<file path="src/rtl/dac_sample_scheduler_if.sv">
// Sample handshake and DAC output bundle for dac_sample_scheduler.
// The master side feeds requester samples and the window strobe; the slave side is the scheduler.
interface dac_sample_scheduler_if #(
  parameter int CODE_WIDTH = 10,
  parameter int UF_WIDTH   = 16
);
  logic [1:0]            mode;
  logic                  next_sample;
  logic [CODE_WIDTH-1:0] a_code;
  logic                  a_valid;
  logic                  a_ready;
  logic [CODE_WIDTH-1:0] b_code;
  logic                  b_valid;
  logic                  b_ready;
  logic [CODE_WIDTH-1:0] code;
  logic                  code_update;
  logic                  underflow;
  logic [UF_WIDTH-1:0]   underflow_count;

  modport master (
    output mode, next_sample, a_code, a_valid, b_code, b_valid,
    input  a_ready, b_ready, code, code_update, underflow, underflow_count
  );

  modport slave (
    input  mode, next_sample, a_code, a_valid, b_code, b_valid,
    output a_ready, b_ready, code, code_update, underflow, underflow_count
  );
endinterface

</file>
<file path="src/rtl/dac_sample_scheduler.sv">
// Picks the next PWM DAC code from two single-entry requester slots once per window.
// The choice is made on the next_sample strobe and is presented one cycle later.
module dac_sample_scheduler #(
  parameter int CODE_WIDTH = 10,
  parameter int UF_WIDTH   = 16
) (
  input  logic                   clk,
  input  logic                   rst,
  dac_sample_scheduler_if.slave  bus
);

  typedef enum logic [1:0] {
    MODE_A   = 2'd0,
    MODE_B   = 2'd1,
    MODE_ALT = 2'd2,
    MODE_MIX = 2'd3
  } mode_e;

  logic [CODE_WIDTH-1:0] a_slot, b_slot;
  logic                  a_full, b_full;
  logic                  turn;
  logic [CODE_WIDTH-1:0] code_q, code_d;
  logic                  code_update_q, underflow_q;
  logic [UF_WIDTH-1:0]   uf_count;
  logic                  take_a, take_b, load, starve;
  logic [CODE_WIDTH:0]   mix_sum;
  mode_e                 mode_sel;

  assign mode_sel = mode_e'(bus.mode);
  assign mix_sum  = {1'b0, a_slot} + {1'b0, b_slot};

  // No bypass: a slot only accepts while empty, so a fill and a consume never collide.
  assign bus.a_ready         = !a_full && !rst;
  assign bus.b_ready         = !b_full && !rst;
  assign bus.code            = code_q;
  assign bus.code_update     = code_update_q;
  assign bus.underflow       = underflow_q;
  assign bus.underflow_count = uf_count;

  always_comb begin
    take_a = 1'b0;
    take_b = 1'b0;
    load   = 1'b0;
    starve = 1'b0;
    code_d = code_q;
    if (bus.next_sample) begin
      unique case (mode_sel)
        MODE_A: begin
          if (a_full) begin take_a = 1'b1; load = 1'b1; code_d = a_slot; end
          else starve = 1'b1;
        end
        MODE_B: begin
          if (b_full) begin take_b = 1'b1; load = 1'b1; code_d = b_slot; end
          else starve = 1'b1;
        end
        MODE_ALT: begin
          // The favoured source yields to the other one when it has nothing queued.
          if (!turn) begin
            if (a_full)      begin take_a = 1'b1; load = 1'b1; code_d = a_slot; end
            else if (b_full) begin take_b = 1'b1; load = 1'b1; code_d = b_slot; end
            else starve = 1'b1;
          end else begin
            if (b_full)      begin take_b = 1'b1; load = 1'b1; code_d = b_slot; end
            else if (a_full) begin take_a = 1'b1; load = 1'b1; code_d = a_slot; end
            else starve = 1'b1;
          end
        end
        MODE_MIX: begin
          if (a_full && b_full) begin
            take_a = 1'b1;
            take_b = 1'b1;
            load   = 1'b1;
            code_d = CODE_WIDTH'(mix_sum >> 1);
          end else starve = 1'b1;
        end
        default: starve = 1'b0;
      endcase
    end
  end

  always_ff @(posedge clk) begin
    if (rst) begin
      a_full        <= 1'b0;
      b_full        <= 1'b0;
      turn          <= 1'b0;
      code_q        <= '0;
      code_update_q <= 1'b0;
      underflow_q   <= 1'b0;
      uf_count      <= '0;
    end else begin
      if (bus.a_valid && bus.a_ready) begin
        a_slot <= bus.a_code;
        a_full <= 1'b1;
      end else if (take_a) begin
        a_full <= 1'b0;
      end
      if (bus.b_valid && bus.b_ready) begin
        b_slot <= bus.b_code;
        b_full <= 1'b1;
      end else if (take_b) begin
        b_full <= 1'b0;
      end
      if (bus.next_sample && mode_sel == MODE_ALT) turn <= !turn;
      code_q        <= code_d;
      code_update_q <= load;
      underflow_q   <= starve;
      if (starve && uf_count != '1) uf_count <= uf_count + UF_WIDTH'(1);
    end
  end

endmodule

</file>
<file path="src/flat_wrapper.sv">
// flat-port wrapper written by rule: the top's interface ports become plain ports
module dac_sample_scheduler_flat 
#(
  parameter int CODE_WIDTH = 10,
  parameter int UF_WIDTH   = 16
)
  (clk, rst, bus_mode, bus_next_sample, bus_a_code, bus_a_valid, bus_b_code, bus_b_valid, bus_a_ready, bus_b_ready, bus_code, bus_code_update, bus_underflow, bus_underflow_count);
  dac_sample_scheduler_if #(.CODE_WIDTH(CODE_WIDTH), .UF_WIDTH(UF_WIDTH)) bus_i ();
  input  logic clk;
  input  logic rst;
  input wire logic [$bits(bus_i.mode)-1:0] bus_mode;
  input wire logic [$bits(bus_i.next_sample)-1:0] bus_next_sample;
  input wire logic [$bits(bus_i.a_code)-1:0] bus_a_code;
  input wire logic [$bits(bus_i.a_valid)-1:0] bus_a_valid;
  input wire logic [$bits(bus_i.b_code)-1:0] bus_b_code;
  input wire logic [$bits(bus_i.b_valid)-1:0] bus_b_valid;
  output wire logic [$bits(bus_i.a_ready)-1:0] bus_a_ready;
  output wire logic [$bits(bus_i.b_ready)-1:0] bus_b_ready;
  output wire logic [$bits(bus_i.code)-1:0] bus_code;
  output wire logic [$bits(bus_i.code_update)-1:0] bus_code_update;
  output wire logic [$bits(bus_i.underflow)-1:0] bus_underflow;
  output wire logic [$bits(bus_i.underflow_count)-1:0] bus_underflow_count;
  assign bus_i.mode = bus_mode;
  assign bus_i.next_sample = bus_next_sample;
  assign bus_i.a_code = bus_a_code;
  assign bus_i.a_valid = bus_a_valid;
  assign bus_i.b_code = bus_b_code;
  assign bus_i.b_valid = bus_b_valid;
  assign bus_a_ready = bus_i.a_ready;
  assign bus_b_ready = bus_i.b_ready;
  assign bus_code = bus_i.code;
  assign bus_code_update = bus_i.code_update;
  assign bus_underflow = bus_i.underflow;
  assign bus_underflow_count = bus_i.underflow_count;
  dac_sample_scheduler #(.CODE_WIDTH(CODE_WIDTH), .UF_WIDTH(UF_WIDTH)) u_core (.clk(clk), .rst(rst), .bus(bus_i));
endmodule
</file>
<file path="config.mk">
export PLATFORM = sky130hd
export DESIGN_NAME = dac_sample_scheduler_flat
export DESIGN_NICKNAME = d
export VERILOG_FILES = /design/src/rtl/dac_sample_scheduler_if.sv /design/src/rtl/dac_sample_scheduler.sv /design/src/flat_wrapper.sv
export SDC_FILE = /design/constraint.sdc
export NUM_CORES = 1
export LEC_CHECK = 0
export ABC_AREA = 1
export BUFFER_PORTS_ARGS = -buffer_cell sky130_fd_sc_hd__buf_2
export CAP_MARGIN = 20
export CORE_MARGIN = 5
export CORE_UTILIZATION = 57
export DETAILED_ROUTE_END_ITERATION = 6
export PLACE_DENSITY = 0.81
export SYNTH_ARGS = -nofsm -noshare
export SYNTH_HDL_FRONTEND = slang
export SYNTH_SLANG_ARGS = --single-unit
</file>
<file path="constraint.sdc">
create_clock -name clk -period 2.1 [get_ports clk]
set_input_delay 0.21 -clock clk [delete_from_list [all_inputs] [get_ports clk]]
set_output_delay 0.21 -clock clk [all_outputs]
set_load 0.02 [all_outputs]
</file>
==> impl_results.md, run 1 <==
* Status: finished clean
* Worst Path Max Fanout at 10
* Root Buffer Master: clkbuf_8
* Power share of the combinational group at 0.249
* Post-synthesis sequential area ratio at 0.3540
* Post-synthesis cell count at 493
* Asr flop ratio synth at 0
* Post-synthesis mux area share at 0
* Setup TNS at 0 ns
* Final GP Congestion at 0.9088
* Final Non-Filler Cells at 627
* Worst slew pin tran at 0.4643 ns
* Endpoint class of the critical path: flip-flop
* Clk pwr share at 0.250
* Initial cell density of the core at 0.5861
* Final nets at 589
* Final antenna-violating net count at 0
* Post-DR wirelength/cell at 14.06 um
* CTS tree: built
* First-pass GRT wire length at 14880 um
* Final worst slack at 0.1336 ns
* Fillers at 549
* DRC viols at 0
* Core area at 5886 sq um
* Fin crit period at 1.966 ns
* GRT Total Usage at 0.2406
* Synth Area in Adders at 0.04207
* Crit path arrival time at 2.15 ns
* Depth of the CTS H-tree at 2
* # port buffers at 56
* PwrDens at 572.4 nW/um^2
* Final Max Slew Viols at 0
* DP Cell Count at 617
* Vias per cell at 5.509
* Flop pwr share at 0.500
* Post-Syn Area at 3450 sq um
* Io pins at 57
* Yosys warning count at 0
* Largest family of logic cells by synthesized area: simple AND/OR/NAND/NOR gates
* Die H at 87.80 um
* Commonest cells post-synth: nand2_1, nor2_1, inv_1, nand3_1, a21oi_1
* Layout area overhead at 13.57%
* Top-count cell post-synth: nand2_1
* RR Endpoint: u_core.bus.code[1]$_SDFFE_PP0P_
* Post-synth top area share at 0.1799
* Clk_lat worst skew at 0.31 ns
* Die width at 87.80 um
* # rows at 28
* Synth Area in Compound Gates at 0.1349
* Crit start category: flip-flop
* DP Wirelength at 6776 um
* Worst Hold Class: in -> reg
* Post-synthesis xor/xnor area fraction at 0.03301
* Syn Area/Cell at 6.997 sq um
* Crit path kind: reg -> reg
* # setup viols final at 0
* Placement Setup Slack at 0.2015 ns
* Vias at 3454
* Synthesized-area fraction occupied by and/or/nand/nor cells at 0.3533
* Final worst path period share at 0.9364
* Register bit total from synthesis at 51
* CTS buffer count at 5
* Leakage at 0.001753 uW
* Syn_nets at 531
* Worst endpoint required time at 2.28 ns
* Worst vdd ir at 0.0003943 V
* Sw Share at 0.3274
* Max clock buf depth at 2
* Initial antenna violation count at 0
* Synth unique cells at 40
* R2R setup slack at 0.13 ns
* GR Overflow Total at 0
* Fin. Hold Viols at 0
* Setup crit end: u_core.bus.code[1]$_SDFFE_PP0P_
* Synth Flop Type: dfxtp_1
* Register clock-pin slew on the reported worst setup and hold paths at 0.10 ns
* RSZ-0062 raised after global routing: no
* TritonRoute pass-1 iters at 5
* Initial DRC count at 250
* Multi-input gate area at 1947 sq um
* Reg2Reg Depth at 7
* R2R Path Start: u_core.b_full$_SDFFE_PP0P_
* Worst clock skew at 0.01474 ns
* Achievable Freq at 508.5 MHz
* Slew headroom at 0.6901
* Post-synth EDFFs at 20
* Sink Count at 51
* Largest net degree at the start of global routing at 25
* DIE AREA at 7708 sq um
* Final wirelength at 8814 um
* Vias in the first global route at 3343
* # diodes at 0
* Top cells by area, synth: dfxtp_1, edfxtp_1, nand2_1, nor2_1, nand3_1
* CP Launch Point: u_core.b_full$_SDFFE_PP0P_
* Switching power at 734.2 uW
* Fraction of layout cells with a size suffix above 1 at 0.2120
* FF/Latch Area at 1221 sq um
* Max Cap Violations at 0
* Internal power at 1508 uW
* Post-synth top area cell: dfxtp_1
-- through the flow --
stage | power, uW | hold slack [ns] | instance area (sq um) | utilization
2_1_floorplan | 1529 | 0.3089 | 3450 | -
3_3_place_gp | 1655 | 0.3870 | 3787 | 0.6435
3_5_place_dp | 1673 | 0.3884 | 3787 | 0.6435
4_1_cts | 2231 | 0.05666 | 3874 | 0.6582
5_1_grt | 2379 | 0.04345 | 3918 | 0.6656
6_report | 2243 | 0.06612 | 3918 | 0.6656
-- how the worst min path moves through the flow --
stage | startpoint | to | slack (ns) | cells past startpoint
after floorplan | bus_a_code[0] | u_core.a_slot[0]$_DFFE_PP_ | 0.31 | 0
final | bus_b_code[1] | u_core.b_slot[1]$_DFFE_PP_ | 0.07 | 1
after detailed placement | bus_b_code[3] | u_core.b_slot[3]$_DFFE_PP_ | 0.39 | 1
after global placement | bus_b_code[3] | u_core.b_slot[3]$_DFFE_PP_ | 0.39 | 1
after CTS | bus_b_code[3] | u_core.b_slot[3]$_DFFE_PP_ | 0.06 | 1
after global routing | bus_b_code[3] | u_core.b_slot[3]$_DFFE_PP_ | 0.04 | 1
-- logic make-up after synthesis --
| logic type | Yosys count |
|---|---|
| fa+ha+maj | 11 |
| flops | 51 |
| simple gates | 274 |
| buf+inv | 64 |
| xor+xnor | 13 |
| compound gates | 80 |
-- placed cells by master, fill, tap and decap left out, drive strengths merged --
cell and n:
inv 48, dfxtp 31, nor3 8, nor2 58, clkbuf 6, or2 2, a21boi 1, nor4 1
edfxtp 20, xnor2 4, ha 10, nand3 40, nand2 160, o21bai 2, fa 1, buf 66
a31oi 1, nand4 2, clkinv 3, o21ai 32, o211ai 1, a21oi 41, nand3b 3, o21a 2
xor2 9
-- registers in the layout, summed over array words and instances (netlist names) --
name and cells:
u_core.bus.underflow_count 16, u_core.bus.code_update 1, u_core.turn 1, u_core.bus.underflow 1
u_core.b_slot 10, u_core.a_full 1, u_core.a_slot 10, u_core.b_full 1
u_core.bus.code 10
-- critical path, stage by stage (launching register included) --
cell and delay [ns]:
dfxtp_1 0.55, clkinv_1 0.38, o21ai_0 0.36, nand2_1 0.08, o21ai_0 0.09, a21oi_1 0.05, o21ai_0 0.22, a21oi_1 0.11
-- power groups by stage --
stage               clock, uW  sequential (uW)  combinational [uW]
floorplan                   0             1150                 380
global placement            0             1140                 512
detailed placement          0             1140                 529
CTS                       578             1120                 532
global route              627             1130                 624
finish                    562             1120                 559
-- metal layers --
| metal | wire [um] | vias to the layer above | track usage | part of all wire |
|---|---|---|---|---|
| met1 | 3855 | 1591 | 0.3170 | 0.44 |
| met3 | 673 | 18 | 0.04516 | 0.076 |
| met2 | 4120 | 138 | 0.3979 | 0.47 |
| met4 | 165 | 0 | 0.07950 | 0.019 |
| li1 | - | 1707 | - | - |
| met5 | 0 | - | 0 | 0 |
-- timing repair --
action,in CTS,in global routing
gates resized for setup,0,1
buffers inserted,0,2
hold buffers,0,0
setup endpoints to repair,0,3
-- layout make-up --
cell class	count	area share
repair buffers	66	0.09709
clock buffers	6	0.01852
multi-input cells	378	0.4970
well taps	75	0.02395
inverters	49	0.04823
flip-flops and latches	51	0.3117
clock inverters	2	0.003513
No activity file was read; power rests on OpenSTA's default activity.
==> run 2: changes to the inputs <==
--- a/config.mk
+++ b/config.mk
@@ -6,10 +6,12 @@
 export NUM_CORES = 1
 export LEC_CHECK = 0
 export ABC_AREA = 1
+export ABC_CLOCK_PERIOD_IN_PS = 2100
 export BUFFER_PORTS_ARGS = -buffer_cell sky130_fd_sc_hd__buf_2
 export CAP_MARGIN = 20
 export CORE_MARGIN = 5
 export CORE_UTILIZATION = 57
+export CTS_BUF_LIST = sky130_fd_sc_hd__clkbuf_16
 export DETAILED_ROUTE_END_ITERATION = 6
 export PLACE_DENSITY = 0.81
 export SYNTH_ARGS = -nofsm -noshare
==> run 2 against run 1 <==
Net effect:
- global-route usage grew 0.35 points
- power grew 10%
- count of clock-buffer cells in the layout shrank 1
- non-clock buffer count is the same
- highest routed layer unchanged
- first-iteration DRC count grew 31%
- largest cell class unchanged
- routed wire length grew 1.5%
- sequential power is essentially flat
==> impl_results.md, run 2 (synthesis results as in run 1) <==
* Reg2Reg Depth at 7 (unchanged)
* DIE AREA at 7708 sq um (unchanged)
* R2R setup slack at 0.13 ns (about the same)
* Hold Path Sink: u_core.b_slot[1]$_DFFE_PP_ (unchanged)
* R2R Path Start: u_core.b_full$_SDFFE_PP0P_ (unchanged)
* GR Overflow Total at 0 (unchanged)
* Hold_ws at 0.08871 ns (was 0.06612 ns)
* CTS buffer count at 5 (unchanged)
* Status: finished clean (unchanged)
* # diodes at 0 (unchanged)
* Most frequent cells in the layout: nand2_1, buf_2, nor2_1, inv_1, nand3_1 (unchanged)
* Final wirelength at 8949 um (was 8814 um)
* Worst slew pin tran at 0.4722 ns (was 0.4643 ns)
* Placement Setup Slack at 0.2015 ns (unchanged)
* # port buffers at 56 (unchanged)
* Slew headroom at 0.6849 (was 0.6901)
* Root Buffer Master: clkbuf_16 (was clkbuf_8)
* Final GP Congestion at 0.9088 (unchanged)
* Final worst path period share at 0.9383 (was 0.9364)
* DP Cell Count at 617 (unchanged)
* DP Wirelength at 6776 um (unchanged)
* Endpoint class of the critical path: flip-flop (unchanged)
* Io pins at 57 (unchanged)
* Max reg flops at 16 (unchanged)
* Worst Path Max Fanout at 10 (unchanged)
* Worst vdd ir at 0.0005486 V (was 0.0003943 V)
* PwrDens at 622.4 nW/um^2 (was 572.4 nW/um^2)
* Beginning of the worst hold path: bus_b_code[1] (unchanged)
* RR Endpoint: u_core.bus.code[1]$_SDFFE_PP0P_ (unchanged)
* Commonest non-fill, non-tap cell in the layout: nand2_1 (unchanged)
* Crit start category: flip-flop (unchanged)
* Clk_lat worst skew at 0.29 ns (was 0.31 ns)
* # setup viols final at 0 (unchanged)
* Vias in the first global route at 3352 (was 3343)
* # rows at 28 (unchanged)
* Die H at 87.80 um (unchanged)
* Hold path depth at 1 (unchanged)
* Initial antenna violation count at 0 (unchanged)
* Initial DRC count at 327 (was 250)
* Max clock buf depth at 2 (unchanged)
* First-pass GRT wire length at 15050 um (was 14880 um)
* Depth of the CTS H-tree at 2 (unchanged)
* Largest net degree at the start of global routing at 25 (unchanged)
* Crit path arrival time at 2.14 ns (was 2.15 ns)
* Sink Count at 51 (unchanged)
* Final worst slack at 0.1296 ns (was 0.1336 ns)
* Die width at 87.80 um (unchanged)
* Worst endpoint required time at 2.26 ns (was 2.28 ns)
* Max Cap Violations at 0 (unchanged)
* Core area at 5886 sq um (unchanged)
* Layout area overhead at 15.09% (was 13.57%)
* Fin crit period at 1.970 ns (was 1.966 ns)
* Crit path kind: reg -> reg (unchanged)
* Worst Hold Class: in -> reg (unchanged)
* Final Non-Filler Cells at 627 (unchanged)
* CTS resizes at 0 (unchanged)
* Post-DR wirelength/cell at 14.27 um (was 14.06 um)
* DRC viols at 0 (unchanged)
* RSZ-0062 raised after global routing: no (unchanged)
* Leakage at 0.001783 uW (was 0.001753 uW)
* Vias per cell at 5.547 (was 5.509)
* Fraction of layout cells with a size suffix above 1 at 0.2101 (was 0.2120)
* Initial cell density of the core at 0.5861 (unchanged)
* Setup TNS at 0 ns (unchanged)
* GRT Total Usage at 0.2441 (was 0.2406)
* Register clock-pin slew on the reported worst setup and hold paths at 0.07 ns (was 0.10 ns)
* Vias at 3478 (was 3454)
* Fin. Hold Viols at 0 (unchanged)
* Worst clock skew at 0.009885 ns (was 0.01474 ns)
* Achievable Freq at 507.5 MHz (was 508.5 MHz)
* CTS tree: built (unchanged)
* Final Max Slew Viols at 0 (unchanged)
* TritonRoute pass-1 iters at 5 (unchanged)
* Final antenna-violating net count at 0 (unchanged)
* Final nets at 589 (unchanged)
run 2: cell type report:
type,instances,area (sq um)
clock buffers,5,125.1
clock inverters,3,17.52
fillers,541,1916
inverters,49,188.9
multi-input cells,378,1943
flip-flops and latches,51,1221
well taps,75,93.84
repair buffers,66,380.4
run 2: critical path: stages, from the launching register on:
cell,delay (ns)
dfxtp_1,0.54
clkinv_1,0.37
o21ai_0,0.38
nand2_1,0.08
o21ai_0,0.09
a21oi_1,0.05
o21ai_0,0.21
a21oi_1,0.11
run 2: power by group:
group	switching (uW)	total (uW)	internal, uW
registers	44.1	1120	1080
clock network	350	787	437
logic	367	562	195
run 2: worst max-delay path by stage:
stage,endpoint,startpoint,depth (start not counted),slack (ns)
2_1_floorplan,u_core.bus.underflow_count[1]$_SDFFE_PP0P_,u_core.bus.underflow_count[1]$_SDFFE_PP0P_,9,0.29
3_3_place_gp,u_core.bus.underflow_count[8]$_SDFFE_PP0P_,u_core.bus.underflow_count[0]$_SDFFE_PP0P_,8,0.24
3_5_place_dp,u_core.bus.code[3]$_SDFFE_PP0P_,u_core.a_slot[0]$_DFFE_PP_,10,0.20
4_1_cts,u_core.bus.code[3]$_SDFFE_PP0P_,u_core.a_slot[0]$_DFFE_PP_,10,0.18
5_1_grt,u_core.bus.code[6]$_SDFFE_PP0P_,u_core.b_slot[4]$_DFFE_PP_,10,0.003
6_report,u_core.bus.code[1]$_SDFFE_PP0P_,u_core.b_full$_SDFFE_PP0P_,7,0.13
run 2: what timing repair did:
| item | 4_1_cts | 5_1_grt |
|---|---|---|
| endpoints found under the hold margin | 0 | 0 |
| hold buffers | 0 | 0 |
| setup endpoints to repair | 0 | 2 |
| buffers inserted | 0 | 2 |
run 2: through the flow:
stage	util	total power [uW]	instance area [sq um]
CTS	0.6677	2458	3930
floorplan	-	1529	3450
finish	0.6745	2471	3970
global route	0.6745	2607	3970
global placement	0.6435	1655	3787
detailed placement	0.6435	1673	3787
run 2: routing by layer:
metal / routed length, um / up-vias / track usage
met2: 4229 / 128 / 0.4027
met1: 3936 / 1623 / 0.3216
met3: 612 / 16 / 0.04516
met5: 0 / - / 0
met4: 171 / 0 / 0.08368
li1: - / 1711 / -
==> run 3: changes to the inputs <==
--- a/config.mk
+++ b/config.mk
@@ -10,10 +10,10 @@
 export BUFFER_PORTS_ARGS = -buffer_cell sky130_fd_sc_hd__buf_2
 export CAP_MARGIN = 20
 export CORE_MARGIN = 5
-export CORE_UTILIZATION = 57
-export CTS_BUF_LIST = sky130_fd_sc_hd__clkbuf_16
+export CORE_UTILIZATION = 59
+export CTS_BUF_LIST = sky130_fd_sc_hd__clkbuf_8
 export DETAILED_ROUTE_END_ITERATION = 6
-export PLACE_DENSITY = 0.81
+export PLACE_DENSITY = 0.83
 export SYNTH_ARGS = -nofsm -noshare
 export SYNTH_HDL_FRONTEND = slang
 export SYNTH_SLANG_ARGS = --single-unit
==> run 3 against run 2 <==
Net effect:
- routed wire length shrank 0.80%
- utilization increased by 3.1 points
- flip-flop and latch count unchanged
- clock power fell by 19%
- global-route usage grew 0.30 points
- combinational power barely moved
==> impl_results.md, run 3 (synthesis results as in run 1) <==
* Achievable Freq at 520.2 MHz (was 507.5 MHz)
* Cell breakdown of the critical path: nand2_1 > inv_1 > fa_1 > nand3_1 > nand2_1 > or2_2 > nand3_1 > nand3_1 > nand3_1 > a21oi_1 (was clkinv_1 > o21ai_0 > nand2_1 > o21ai_0 > a21oi_1 > o21ai_0 > a21oi_1)
* Layout area overhead at 14.76% (was 15.09%)
* Clk_lat worst skew at 0.31 ns (was 0.29 ns)
* Max reg flops at 16 (unchanged)
* Initial DRC count at 309 (was 327)
* # rows at 27 (was 28)
* # diodes at 0 (unchanged)
* GRT Total Usage at 0.2471 (was 0.2441)
* PwrDens at 586.5 nW/um^2 (was 622.4 nW/um^2)
* Core area at 5608 sq um (was 5886 sq um)
* # setup viols final at 0 (unchanged)
* Worst Path Max Fanout at 4 (was 10)
* CTS buffer count at 5 (unchanged)
* Final core occ at 0.7059 (was 0.6745)
* Crit path kind: reg -> reg (unchanged)
* Most frequent CP cell: nand3_1 (was o21ai_0)
* # port buffers at 56 (unchanged)
* Worst slew pin tran at 0.4257 ns (was 0.4722 ns)
* Fin. Hold Viols at 0 (unchanged)
* DP Wirelength at 6795 um (was 6776 um)
* Vias per cell at 5.525 (was 5.547)
* Endpoint class of the critical path: flip-flop (unchanged)
* Worst clock skew at 0.009693 ns (was 0.009885 ns)
* DP Cell Count at 618 (was 617)
* GR Overflow Total at 0 (unchanged)
* Max Cap Violations at 0 (unchanged)
* Vias at 3481 (was 3478)
* Initial antenna violation count at 0 (unchanged)
* Most frequent cells in the layout: nand2_1, buf_2, nor2_1, inv_1, nand3_1 (unchanged)
* CTS resizes at 0 (unchanged)
* Largest stage delay, worst path at 0.41 ns (was 0.54 ns)
* Setup TNS at 0 ns (unchanged)
* Depth of the CTS H-tree at 2 (unchanged)
* Worst Hold Class: in -> reg (unchanged)
* Io pins at 57 (unchanged)
* Sink Count at 51 (unchanged)
* Worst endpoint required time at 2.31 ns (was 2.26 ns)
* Largest net degree at the start of global routing at 24 (was 25)
* Fillers at 497 (was 541)
* Vias in the first global route at 3318 (was 3352)
* Post-DR wirelength/cell at 14.09 um (was 14.27 um)
* DRC viols at 0 (unchanged)
* Critical path's slowest cell: fa_1 (was dfxtp_1)
* Register clock-pin slew on the reported worst setup and hold paths at 0.10 ns (was 0.07 ns)
* Initial cell density of the core at 0.6151 (was 0.5861)
* Fraction of layout cells with a size suffix above 1 at 0.2204 (was 0.2101)
* Worst vdd ir at 0.0004425 V (was 0.0005486 V)
* Final antenna-violating net count at 0 (unchanged)
* Die width at 86.47 um (was 87.80 um)
* Status: finished clean (unchanged)
* First-pass GRT wire length at 14950 um (was 15050 um)
* Max clock buf depth at 2 (unchanged)
* Critical path buffers and inverters at 1 (unchanged)
* Commonest non-fill, non-tap cell in the layout: nand2_1 (unchanged)
* TritonRoute pass-1 iters at 6 (was 5)
* DIE AREA at 7476 sq um (was 7708 sq um)
* Slew headroom at 0.7159 (was 0.6849)
* RSZ-0062 raised after global routing: no (unchanged)
* Die H at 86.47 um (was 87.80 um)
* Final worst path period share at 0.9154 (was 0.9383)
* CTS tree: built (unchanged)
* Hold_buf cts at 0 (unchanged)
* Final Max Slew Viols at 0 (unchanged)
* Crit path arrival time at 2.13 ns (was 2.14 ns)
* Crit start category: flip-flop (unchanged)
* Final GP Congestion at 0.9549 (was 0.9088)
* Root Buffer Master: clkbuf_8 (was clkbuf_16)
* Fin crit period at 1.922 ns (was 1.970 ns)
* Largest delay share family, worst path: simple AND/OR/NAND/NOR gates (was compound AO/OA/AOI/OAI gates)
* Final Non-Filler Cells at 630 (was 627)
* Final wirelength at 8877 um (was 8949 um)
* Final nets at 595 (was 589)
* Leakage at 0.001788 uW (was 0.001783 uW)
* Post-CTS Setup Bufs at 0 (unchanged)
-- run 3: routing by layer --
metal	GRT usage	up-vias	wire, um
li1	-	1728	-
met1	0.3347	1596	3976
met2	0.4040	142	4100
met3	0.05323	15	699
met4	0.05807	0	100
met5	0	-	0
-- run 3: layout make-up --
cell class	count	area, sq um	area share
multi-input combinational	378	1943	0.4908
sequential	51	1221	0.3085
timing repair buffer	72	412.9	0.1043
inverter	49	188.9	0.04772
clock buffer	7	96.34	0.02434
tap	72	90.09	0.02276
clock inverter	1	6.256	0.001580
-- run 3: path summary, 6_finish.rpt --
check                                        from                         endpoint  slack [ns]  depth (start not counted)
setup / recovery       u_core.b_slot[0]$_DFFE_PP_  u_core.bus.code[3]$_SDFFE_PP0P_        0.18                         10
hold / removal                      bus_a_code[0]       u_core.a_slot[0]$_DFFE_PP_        0.07                          1
setup reg to reg       u_core.b_slot[0]$_DFFE_PP_  u_core.bus.code[3]$_SDFFE_PP0P_        0.18                         10
hold reg to reg   u_core.bus.code[7]$_SDFFE_PP0P_  u_core.bus.code[7]$_SDFFE_PP0P_        0.49                          2
-- run 3: worst reg2reg max path, cell delays in order (launching register included) --
cell	delay, ns
edfxtp_1	0.40
nand2_1	0.12
inv_1	0.09
fa_1	0.41
nand3_1	0.12
nand2_1	0.11
or2_2	0.29
nand3_1	0.08
nand3_1	0.08
nand3_1	0.07
a21oi_1	0.06
-- run 3: report_power, final --
group / internal (uW) / total, uW / switching, uW
clock network: 301 / 640 / 338
logic: 197 / 565 / 367
registers: 1080 / 1120 / 40.0
-- run 3: through the flow --
stage / cell area (sq um) / worst slack [ns] / power [uW] / hold slack [ns]
5_1_grt: 3959 / 0.004484 / 2463 / 0.04957
2_1_floorplan: 3450 / 0.2897 / 1529 / 0.3089
3_3_place_gp: 3814 / 0.2284 / 1659 / 0.3867
3_5_place_dp: 3814 / 0.1627 / 1675 / 0.3886
4_1_cts: 3916 / 0.1516 / 2301 / 0.06575
6_report: 3959 / 0.1777 / 2322 / 0.06630
